[src/rtl/cam_seq_pkg.sv]
// Shared types and sizing helpers for the sequential CAM search block.
package cam_seq_pkg;

  typedef enum logic [1:0] {IDLE, SCAN, RESP} cam_seq_state_t;

  // Index width for a given entry count; at least one bit so ports stay legal.
  function automatic int idx_width(input int depth);
    return (depth > 1) ? $clog2(depth) : 1;
  endfunction

endpackage

[src/rtl/cam_seq_search_eql_cmp.sv]
// Single combinational equality comparator shared by every scan step.
module eql_cmp #(
  parameter int WIDTH = 4
) (
  input  logic [WIDTH-1:0] val,
  input  logic [WIDTH-1:0] rfr,
  output logic             eql
);

  assign eql = (val == rfr);

endmodule

[src/rtl/cam_seq_search.sv]
// Sequential CAM search: scans entries from index 0 upward, one per clock,
// and returns the lowest valid match (or a miss) through a valid/ready response.
module cam_seq_search
  import cam_seq_pkg::*;
#(
  parameter  int WIDTH     = 4,
  parameter  int DEPTH     = 8,
  localparam int DEPTH_LOG = idx_width(DEPTH)
) (
  input  logic                 clk,
  input  logic                 rst,
  input  logic                 wr_vld,
  input  logic [DEPTH_LOG-1:0] wr_adr,
  input  logic [WIDTH-1:0]     wr_dat,
  input  logic                 clr,
  input  logic                 req_vld,
  output logic                 req_rdy,
  input  logic [WIDTH-1:0]     req_key,
  output logic                 rsp_vld,
  input  logic                 rsp_rdy,
  output logic                 rsp_hit,
  output logic [DEPTH_LOG-1:0] rsp_idx
);

  cam_seq_state_t       state_q, state_d;
  logic [DEPTH_LOG-1:0] idx_q, idx_d;
  logic [DEPTH_LOG-1:0] ridx_q, ridx_d;
  logic                 hit_q, hit_d;
  logic [WIDTH-1:0]     key_q;
  logic [WIDTH-1:0]     ent [DEPTH];
  logic [DEPTH-1:0]     vld;
  logic                 key_load;
  logic                 eql;
  logic                 match;
  logic                 last;
  logic                 wr_ok;

  eql_cmp #(.WIDTH(WIDTH)) u_eql_cmp (
    .val (key_q),
    .rfr (ent[idx_q]),
    .eql (eql)
  );

  assign match = eql & vld[idx_q];
  assign last  = (idx_q == DEPTH_LOG'(DEPTH - 1));
  assign wr_ok = wr_vld && ({1'b0, wr_adr} < (DEPTH_LOG + 1)'(DEPTH));

  always_comb begin
    state_d  = state_q;
    idx_d    = idx_q;
    hit_d    = hit_q;
    ridx_d   = ridx_q;
    key_load = 1'b0;
    unique case (state_q)
      IDLE: begin
        if (req_vld) begin
          key_load = 1'b1;
          idx_d    = '0;
          state_d  = SCAN;
        end
      end
      SCAN: begin
        if (match) begin
          hit_d   = 1'b1;
          ridx_d  = idx_q;
          state_d = RESP;
        end else if (last) begin
          hit_d   = 1'b0;
          ridx_d  = '0;
          state_d = RESP;
        end else begin
          idx_d = idx_q + DEPTH_LOG'(1);
        end
      end
      RESP: begin
        if (rsp_rdy) state_d = IDLE;
      end
      default: state_d = IDLE;
    endcase
  end

  always_ff @(posedge clk) begin
    if (rst) begin
      state_q <= IDLE;
      idx_q   <= '0;
      hit_q   <= 1'b0;
      ridx_q  <= '0;
    end else begin
      state_q <= state_d;
      idx_q   <= idx_d;
      hit_q   <= hit_d;
      ridx_q  <= ridx_d;
    end
  end

  always_ff @(posedge clk) begin
    if (key_load) key_q <= req_key;
  end

  // Clear then write: the later non-blocking assignment leaves only the written bit set.
  always_ff @(posedge clk) begin
    if (rst) begin
      vld <= '0;
    end else begin
      if (clr)   vld         <= '0;
      if (wr_ok) vld[wr_adr] <= 1'b1;
    end
  end

  always_ff @(posedge clk) begin
    if (wr_ok) ent[wr_adr] <= wr_dat;
  end

  assign req_rdy = (state_q == IDLE);
  assign rsp_vld = (state_q == RESP);
  assign rsp_hit = hit_q;
  assign rsp_idx = ridx_q;

endmodule
[config.mk]
export PLATFORM = sky130hd
export DESIGN_NAME = cam_seq_search
export DESIGN_NICKNAME = d
export VERILOG_FILES = /design/src/rtl/cam_seq_pkg.sv /design/src/rtl/cam_seq_search_eql_cmp.sv /design/src/rtl/cam_seq_search.sv
export SDC_FILE = /design/constraint.sdc
export NUM_CORES = 1
export LEC_CHECK = 0
export CAP_MARGIN = 10
export CORE_MARGIN = 2
export CORE_UTILIZATION = 41
export CTS_CLUSTER_SIZE = 8
export DETAILED_ROUTE_END_ITERATION = 8
export PLACE_DENSITY = 0.6
export SETUP_SLACK_MARGIN = 0.02
export SLEW_MARGIN = 30
export SYNTH_ARGS = -nofsm -noshare
export SYNTH_HDL_FRONTEND = slang
export SYNTH_SLANG_ARGS = --single-unit
[constraint.sdc]
create_clock -name clk -period 4.2 [get_ports clk]
set_clock_uncertainty 0.15 [all_clocks]
set_input_delay 0.84 -clock clk [delete_from_list [all_inputs] [get_ports clk]]
set_output_delay 0.84 -clock clk [all_outputs]
set_load 0.02 [all_outputs]
# == Yosys cells after proc, flatten, opt, wreduce, memory -nomap -nowiden ==
# Memory sizes are Yosys's and may differ from the RTL's. A register that Yosys moved wholly into a read port is not among the register bits.
# Index checks and enable logic that the tools add are counted.
# totals
regBits,21
ram_bits,32
word_cells,55
mem_count,1
# mem_list
memory,words,word_bits,read_ports,rd_ports_with_merged_regs,wr,line,source
ent,8,4,1,1,1,cam_seq_search.sv:30,logic [WIDTH-1:0] ent [DEPTH];
# op_classes
add_sub_neg,1
magnitude_cmp,3
eq_ne,9
n_mux,26
bitwise_logic,2
reduce_logical,7
# ops
op,count
8-bit two-way mux,3
3-bit two-way mux,7
3-bit by 4-bit < comparator with 1-bit output (second input constant),2
1-bit two-way mux,8
2-bit two-way mux,4
8-bit bitwise OR,1
2-bit != test (second input constant),3
2-bit one-hot mux with 3 select lines,1
3-bit one-hot mux with 2 select lines,1
4-bit == test,1
4-bit AND reduction,1
2-bit nonzero test,2
3-bit by 1-bit adder with 3-bit output (second input constant),1
1-bit binary-select mux with 3-bit select,1
1-bit demux with 3-bit select,1
3-bit == test (second input constant),1
3-bit by 1-bit >= comparator with 1-bit output (second input constant),1
3-bit != test (second input constant),1
3-bit AND reduction,1
2-bit by 1-bit == test with 1-bit output (second input constant),1
2-bit == test (second input constant),1
2-bit zero test,1
2-bit by 1-bit != test with 1-bit output (second input constant),1
2-bit AND reduction,1
other kinds (2),2

# == Depth between registers and ports, before layout ==
# depth
word_depth,7
ltp_mapped,7

# == By module ==
# Synthesis repeated with hierarchy kept, for this count alone.
# unflattened
cells_unflattened,179
area_unflattened_um2,2424.8
# by_module_without_submodules
mod,n_inst,cells_per_inst,area_per_inst_um2,seq_area_each_um2
cam_seq_search,1,174,2377.3,1481.4
eql_cmp,1,5,47.5,0.0

# == Worst setup path before layout ==
# Ideal clock, no wire load.
# synth_timing
path_type,register to register
startpoint,reg with a tool-made name
endpoint,reg ridx_q[0] (netlist: rsp_idx[0])
arrival_ns,1.899
t_required_ns,3.978
path_slack_ns,2.079
path_stages_with_launch,8
path_buffers,1
synth_period_minus_slack_ns,2.121
path_cell_list,dfxtp_1 > buf_4 > mux4_2 > mux2i_1 > xor2_1 > o211a_2 > and3_4 > mux2i_1
# synth_rtl
item,line,source
end signal: assignment,cam_seq_search.sv:92,ridx_q <= ridx_d;
end: declaration,cam_seq_search.sv:27,"logic [DEPTH_LOG-1:0] ridx_q, ridx_d;"

==> metrics.yaml <==
final_common_cell: "edfxtp_1"
layout-drive-gt1-share_pct: 8.654
die_area_um2: 6372
rsz0062_at_grt: "false"
io_pins: 23
ys_warn_count: 0
grt_max_degree: 21
synth_top_area_share_pct: 45.86
status: "finished clean"
setup_tns_ns: 0
cts.clk_slew.worst_paths_ns: 0.09
drt_iter0_drc: 73
clock_sinks: 56
area_growth_pct: 16.56
fillerInstances: 499
post-route-period-util_pct: 60.31
final_hold_viol_count: 0
maxSlewViolCount: 0
antenna_found_initial: 0
cts_post_setup_buffers_inserted: 0
place_congestion: 0.8758
vias: 1490
ctsResizeCount: 0
cts_made_buffers: 5
drv_cap: 0
period_minus_slack_ns: 2.533
path_max_fanout: 12
chipWidth_um: 79.83
overflow: 0
tightest_slew_ns: 0.9434
synth.area.top_cells: "edfxtp_1, dfxtp_1, mux4_2"
avgRoutedWirePerCell_um: 16.27
synth_nets: 202
crit_type: "flip-flop to flip-flop"
hp-class: "flip-flop to flip-flop"
ys_seq_area_share_pct: 62.85
coreArea_um2: 5540
ctsRootBufferMaster: "clkbuf_8"
leakagePower_nw: 0.9611
hold_buffers: 0
setup_violations: 0
synthCells: 183
clk-insertion-delay-late_ns: 0.30
dp_hpwl_mm: 3.281
fin_ws_ns: 1.667
syn_area_per_cell_um2: 12.88
ant_nets: 0
io_buffers: 22
worstPathRequired_ns: 4.29
grt_pass1_vias: 1480
fin_nets: 226
cp-start-kind: "flip-flop"
final_cell_mix: "edfxtp_1, clkdlybuf4s50_1, dfxtp_1, nor2_1, nand2_1"
routed_via_density: 5.321
clk_path_buf_depth: 2
gr-usage-all-layers_pct: 15.75
max-slew-margin-rel_pct: 36.62
postRouteWirelength_mm: 4.556
worstPathArrival_ns: 2.62
peakVddDrop_v: 0.0002118
grt_pass1_wl_mm: 7.417
cts_tree: "built"
initial_core_util_pct: 42.55
fp.dieH_um: 79.83
h-tree-depth: 2
fmax_mhz: 394.8
cp-end-kind: "flip-flop"
rows: 27
synth_area_um2: 2357
drc: 0
synth_top_area_cell: "edfxtp_1"
ys_types: 34
ys_ff_latch: 56
place_ws_ns: 1.453
power.density_nw_per_um2: 400.5
n_antenna_cell: 0
firstDrtPassIters: 4
cells in the mapped netlist:
cell type,instances
a22oi_1,1
mux4_2,7
buf_2,1
buf_4,2
xor2_1,2
clkbuf_1,2
ha_1,2
edfxtp_1,36
mux2i_1,11
o21a_1,1
dfxtp_1,20
xnor2_1,1
o21ai_1,1
nand2b_1,7
nor2_1,15
inv_1,4
a2bb2oi_1,1
a31oi_1,2
or3_1,1
a21o_1,3
or2_2,1
nor3_1,9
mux2_2,1
o211a_2,1
o21ai_0,5
a21oi_1,9
o211ai_1,1
and3_1,1
and3_4,1
a32oi_1,1
nand4_1,6
nand3_1,5
nand2_1,13
nor2b_1,9
cells by family (layout without fill, tap and decap cells):
kind of cell               after synthesis  after routing  synth area share (%)
AOI/OAI and AO/OA                       26             26                 6.794
xor gates and xnor gates                 3              3                 1.115
adders and majority gates                2              2                 1.061
buffers and inverters                    9             34                 1.804
DFF                                     56             56                 62.84
muxes                                   19             19                 11.84
and+or+nand+nor                         68             68                 14.54
final cells by class:
cell class	instances	area, um^2	share of cell area, %
inverters	4	15.01	0.5464
multi-input cells	118	833.3	30.33
clock inverters	2	35.03	1.275
well taps	72	90.09	3.279
clock buffers	6	72.57	2.641
flip-flops and latches	56	1481	53.92
repair buffers	22	220.2	8.015
routing by layer:
metal,share of wire (%),global-route usage (%),wire length [um],vias to the layer above
met1,46,21.88,2117,714
li1,-,-,-,728
met5,0,0,0,-
met4,0.92,6.610,42,0
met3,4.7,2.828,215,4
met2,48,24.37,2180,44
worst max-delay path, stage by stage (launching register included):
cell     delay (ns)
dfxtp_1        0.72
mux2i_1        0.18
mux4_2         0.52
xor2_1         0.21
o211a_2        0.29
and3_4         0.23
mux2i_1        0.16
registers in the layout, summed over array words and instances (netlist names), named ones only:
name and cells:
vld 8, idx_q 3, rsp_idx 3, ent 32, state_q 2, rsp_hit 1
key_q 4
path summary, 6_finish.rpt:
check / slack [ns] / endpoint / depth (start not counted) / from
setup / recovery: 1.67 / rsp_idx[0] / 6 / flip-flop
hold / removal: 0.32 / vld[6] / 2 / vld[6]
setup reg to reg: 1.67 / rsp_idx[0] / 6 / flip-flop
hold reg to reg: 0.32 / vld[6] / 2 / vld[6]
through the flow:
stage / instance area [um^2] / utilization, % / power (mW) / hold slack, ns / instances
floorplan: 2357 / - / 0.7305 / 0.2831 / 183
global placement: 2640 / 47.65 / 0.7737 / 0.2952 / 272
detailed placement: 2640 / 47.65 / 0.7758 / 0.3054 / 272
CTS: 2748 / 49.59 / 1.112 / 0.3182 / 280
global route: 2748 / 49.59 / 1.152 / 0.3341 / 280
finish: 2748 / 49.59 / 1.100 / 0.3163 / 280
power breakdown:
group	internal, mW	switching, mW	total, mW	leakage, nW
clock network	0.177	0.161	0.338	0.0552
registers	0.609	0.0243	0.633	0.491
logic	0.0618	0.0671	0.129	0.415
No activity file was read; power rests on OpenSTA's default activity.
